File: src/rtl/rect_fill_sched.sv
// rtl/rect_fill_sched.sv - clipped rectangle fill scheduler with interleaved single-pixel port
// Drives a VGA adapter write port one pixel per cycle; px requests get one slot per row boundary.
module rect_fill_sched #(
  parameter int SCREEN_W = 160,
  parameter int SCREEN_H = 120
) (
  input  logic       clk,
  input  logic       reset,
  input  logic       start,
  input  logic [7:0] x0,
  input  logic [7:0] y0,
  input  logic [7:0] w,
  input  logic [7:0] h,
  input  logic [2:0] fill_color,
  output logic       busy,
  output logic       done,
  input  logic       px_req,
  input  logic [7:0] px_x,
  input  logic [7:0] px_y,
  input  logic [2:0] px_color,
  output logic       px_ack,
  output logic [7:0] x,
  output logic [7:0] y,
  output logic [2:0] color_out,
  output logic       plot
);

  typedef enum logic [1:0] {IDLE, FILL, PXSLOT, DONE} state_t;

  localparam logic [8:0] SW9 = 9'(SCREEN_W);
  localparam logic [8:0] SH9 = 9'(SCREEN_H);

  state_t     state;
  logic [7:0] rx0;
  logic [7:0] cx;
  logic [7:0] cy;
  logic [8:0] xe;
  logic [8:0] ye;
  logic [2:0] col;

  logic [8:0] sum_x;
  logic [8:0] sum_y;
  logic [8:0] clip_xe;
  logic [8:0] clip_ye;
  logic [8:0] nx;
  logic [8:0] ny;
  logic       empty;
  logic       px_in;
  logic       row_more;
  logic       last_row;

  // End bounds are exclusive and kept 9 bits wide so x0+w never wraps before clipping.
  assign sum_x    = {1'b0, x0} + {1'b0, w};
  assign sum_y    = {1'b0, y0} + {1'b0, h};
  assign clip_xe  = (sum_x < SW9) ? sum_x : SW9;
  assign clip_ye  = (sum_y < SH9) ? sum_y : SH9;
  assign empty    = (w == 8'd0) || (h == 8'd0) ||
                    ({1'b0, x0} >= SW9) || ({1'b0, y0} >= SH9);
  assign px_in    = ({1'b0, px_x} < SW9) && ({1'b0, px_y} < SH9);
  assign nx       = {1'b0, cx} + 9'd1;
  assign ny       = {1'b0, cy} + 9'd1;
  assign row_more = nx < xe;
  assign last_row = ny >= ye;

  always_ff @(posedge clk or posedge reset) begin
    if (reset) begin
      state     <= IDLE;
      busy      <= 1'b0;
      done      <= 1'b0;
      px_ack    <= 1'b0;
      plot      <= 1'b0;
      x         <= 8'd0;
      y         <= 8'd0;
      color_out <= 3'd0;
      rx0       <= 8'd0;
      cx        <= 8'd0;
      cy        <= 8'd0;
      xe        <= 9'd0;
      ye        <= 9'd0;
      col       <= 3'd0;
    end else begin
      plot   <= 1'b0;
      done   <= 1'b0;
      px_ack <= 1'b0;
      case (state)
        IDLE: begin
          if (start) begin
            rx0 <= x0;
            cx  <= x0;
            cy  <= y0;
            xe  <= clip_xe;
            ye  <= clip_ye;
            col <= fill_color;
            if (empty) begin
              state <= DONE;
              done  <= 1'b1;
              busy  <= 1'b0;
            end else begin
              state     <= FILL;
              busy      <= 1'b1;
              plot      <= 1'b1;
              x         <= x0;
              y         <= y0;
              color_out <= fill_color;
            end
          end else if (px_req) begin
            px_ack <= 1'b1;
            if (px_in) begin
              plot      <= 1'b1;
              x         <= px_x;
              y         <= px_y;
              color_out <= px_color;
            end
          end
        end
        FILL: begin
          if (row_more) begin
            cx        <= nx[7:0];
            plot      <= 1'b1;
            x         <= nx[7:0];
            y         <= cy;
            color_out <= col;
          end else if (last_row) begin
            state <= DONE;
            done  <= 1'b1;
            busy  <= 1'b0;
          end else if (px_req) begin
            // Row counters stay put; the slot resumes at the start of the next row.
            state  <= PXSLOT;
            px_ack <= 1'b1;
            if (px_in) begin
              plot      <= 1'b1;
              x         <= px_x;
              y         <= px_y;
              color_out <= px_color;
            end
          end else begin
            cx        <= rx0;
            cy        <= ny[7:0];
            plot      <= 1'b1;
            x         <= rx0;
            y         <= ny[7:0];
            color_out <= col;
          end
        end
        PXSLOT: begin
          state     <= FILL;
          cx        <= rx0;
          cy        <= ny[7:0];
          plot      <= 1'b1;
          x         <= rx0;
          y         <= ny[7:0];
          color_out <= col;
        end
        DONE: begin
          state <= IDLE;
        end
        default: begin
          state <= IDLE;
        end
      endcase
    end
  end

endmodule

File: config.mk
export PLATFORM = sky130hd
export DESIGN_NAME = rect_fill_sched
export DESIGN_NICKNAME = d
export VERILOG_FILES = /design/src/rtl/rect_fill_sched.sv
export SDC_FILE = /design/constraint.sdc
export NUM_CORES = 1
export LEC_CHECK = 0
export CAP_MARGIN = 20
export CORE_MARGIN = 2
export CORE_UTILIZATION = 45
export CTS_CLUSTER_DIAMETER = 200
export DETAILED_ROUTE_END_ITERATION = 7
export PLACE_DENSITY_LB_ADDON = 0.3
export SYNTH_ARGS = -nofsm -noshare
export SYNTH_HDL_FRONTEND = slang
export SYNTH_SLANG_ARGS = --single-unit
File: constraint.sdc
create_clock -name clk -period 3.6 [get_ports clk]
set_input_delay 0.72 -clock clk [delete_from_list [all_inputs] [get_ports clk]]
set_output_delay 0.72 -clock clk [all_outputs]
set_load 0.01 [all_outputs]
==> metrics, run 1 <==
status complete, no violations; placed inst area 6990 µm²; commonest non-fill, non-tap cell in the layout clkdlybuf4s50_1; CP Launch Type register; Final ANT Viol Nets 0; clk_lat worst skew 0.35 ns; CP endpoint cx[2]$_DFFE_PP0P_; final wirelength 19.3 mm; most frequent cells in the layout 80 x clkdlybuf4s50_1, 70 x dfrtp_1, 59 x nand2_1, 42 x nor2_1; full die area 14,100 µm²; CTS tree built; Setup Crit Path Kind register to register; Peak VDD IR 0.619 mV; first-pass GRT wire length 31.4 mm; pins over their slew limit 0; synth unique cells 85; CP max FO 10; Final Setup Violations 0; EDFF count, synth 0; DR DRC count 0; Antenna diodes 0; worst reg2reg path endpoint cx[2]$_DFFE_PP0P_; Main synth FF type dfrtp_1; RR Startpoint cy[0]$_DFFE_PP0P_; reg2reg setup slack 0.27 ns; Pleak 0.00310 µW; non-filler instance count after layout 930; htree depth 3; FF/Latch Area 1750 µm²; cell count after synthesis 671; Final Hold Fails 0; Worst Clk Skew 0.00782 ns; Util after Layout 0.573; Mapped Area 5930 µm²; worst hold path type register to register; DR pass1 iterations 5; nets 852; period utilisation layout 0.926; PostCTS Resize Cnt 0; placed insts 914; vias in the first global route 5,984; max-cap viol count 0; setup TNS 0 ns; Finished Cell Area 7290 µm²; Vert. Die Dim 119 µm; hold slack 0.506 ns; number of CTS-inserted buffers 9; DRT iter0 DRCs 533; synthesized net count 770; routed len/inst 20.7 µm; register bit total from synthesis 70; Critical Path Source cy[0]$_DFFE_PP0P_; Setup Buffers After CTS 0; IO buf count 80; gpl congestion 0.916; Rows 41; Post-CTS Hold Buffers 0; Core Footprint 12,700 µm²; vias per inst 6.43; gr usage total 0.278; Worst Max-Slew Pin Slew 0.730 ns; RSZ-0062 raised after global routing false; layout cells sized above 1 0.108; Filler Cell Count 1,160; Crit path arrival time 3.56 ns; WP data required 3.83 ns; area delta synth->final 22.9%; ys async rst share 1.00; chip width 119 µm; CTS clk-pin slew, worst paths 0.06 ns; Synth Area per Inst 8.84 µm²; clock root buffer clkbuf_16; Worst Reg-to-Reg Cells 11; area of the multi-input gates 3900 µm²; largest net degree at the start of global routing 43; # clock sinks 70; Seq/Total Area, Yosys 0.295; Ys Warns 0; I/O Pins 81; Post-DP HPWL 14.4 mm; CP Capture Type register; PD cells 989 nW/µm²; initial antenna violation count 0; Period minus WS final 3.33 ns; overflow left after global routing 0; max_slew headroom 0.514; vias 5,983; clk buf depth 2; f_max 0.300 GHz; Starting Density 0.466
## sequential cells by signal (all words and copies together) (netlist names), 8 cells and up
register	flops
xe	9
ye	9
cx	8
cy	8
y	8
x	8
rx0	8
## cell type report
class / instances / share of cell area
inverter: 34 / 0.0175
multi-input combinational: 534 / 0.535
clock inverter: 5 / 0.00807
sequential: 70 / 0.240
tap: 172 / 0.0295
timing repair buffer: 104 / 0.136
clock buffer: 11 / 0.0333
## logic make-up (layout without fill, tap and decap cells)
group,count (synthesis),after routing,synth area share
multiplexers,32,32,0.0578
XOR/XNOR,18,18,0.0266
AND/OR/NAND/NOR,185,185,0.150
AO/OA/AOI/OAI,258,258,0.334
adder cells (fa/ha/maj),41,41,0.0890
buffers and inverters,67,154,0.0473
flip-flops,70,70,0.295
## stage by stage
stage,total power (µW),setup slack [ns]
detailed placement,6170,0.0451
floorplan,4800,0.494
finish,7210,0.268
CTS,7110,0.314
global placement,6010,0.178
global route,7700,0.0716
## worst min path at each step
stage	startpoint	endpoint	slack [ns]	cells past startpoint
6_report	col[1]$_DFFE_PP0P_	col[1]$_DFFE_PP0P_	0.51	2
5_1_grt	xe[1]$_DFFE_PP0P_	xe[1]$_DFFE_PP0P_	0.52	1
4_1_cts	col[1]$_DFFE_PP0P_	col[1]$_DFFE_PP0P_	0.51	2
3_5_place_dp	ye[7]$_DFFE_PP0P_	ye[7]$_DFFE_PP0P_	0.49	2
3_3_place_gp	col[1]$_DFFE_PP0P_	col[1]$_DFFE_PP0P_	0.48	2
2_1_floorplan	xe[8]$_DFFE_PP0P_	xe[8]$_DFFE_PP0P_	0.46	2
## worst max-delay path, cell delays in order, from the launching register on
cell and delay [ns]:
dfrtp_1 0.57, ha_1 0.26, nand3_1 0.18, xnor2_1 0.40
ha_1 0.33, nand4_1 0.13, o21bai_1 0.14, a21oi_1 0.18
buf_4 0.17, nand3_1 0.18, a21oi_4 0.30, mux2_2 0.37
## power breakdown
| group | internal (µW) | switching (µW) |
|---|---|---|
| combinational | 2010 | 2770 |
| sequential | 1170 | 352 |
| clock | 555 | 355 |
## Yosys cell counts (all sizes together), types with 5 or more instances
cell	number	share of area
a211o	7	0.010
a211oi	23	0.029
a21o	17	0.022
a21oi	31	0.029
a221oi	7	0.010
a22o	14	0.022
a31oi	10	0.013
a41oi	6	0.015
and2	7	0.0074
and3	8	0.0084
buf	9	0.011
clkbuf	24	0.015
dfrtp	70	0.30
ha	39	0.082
inv	34	0.022
mux2	18	0.034
mux2i	14	0.024
nand2	61	0.039
nand3	20	0.017
nor2	43	0.028
nor3	14	0.012
nor3b	5	0.0063
nor4	5	0.0063
o211ai	10	0.013
o21a	13	0.016
o21ai	45	0.041
o22a	5	0.0074
o22ai	6	0.0086
o31a	6	0.0089
o31ai	12	0.016
xnor2	10	0.015
xor2	8	0.012
## routing by layer
metal,part of all wire,GRT usage,up-vias
met4,0.016,0.0848,0
met2,0.45,0.431,323
li1,-,-,2727
met5,0,0,-
met1,0.44,0.388,2902
met3,0.091,0.0603,31
(Power assumes the default switching activity.)
==> run 2, diff against run 1 <==
--- a/config.mk
+++ b/config.mk
@@ -11,6 +11,7 @@
 export CTS_CLUSTER_DIAMETER = 200
 export DETAILED_ROUTE_END_ITERATION = 7
 export PLACE_DENSITY_LB_ADDON = 0.3
+export SETUP_SLACK_MARGIN = 0.02
 export SYNTH_ARGS = -nofsm -noshare
 export SYNTH_HDL_FRONTEND = slang
 export SYNTH_SLANG_ARGS = --single-unit
==> results of run 2 <==
Same layout as run 1: the final DEF is identical, and so are final timing and power.
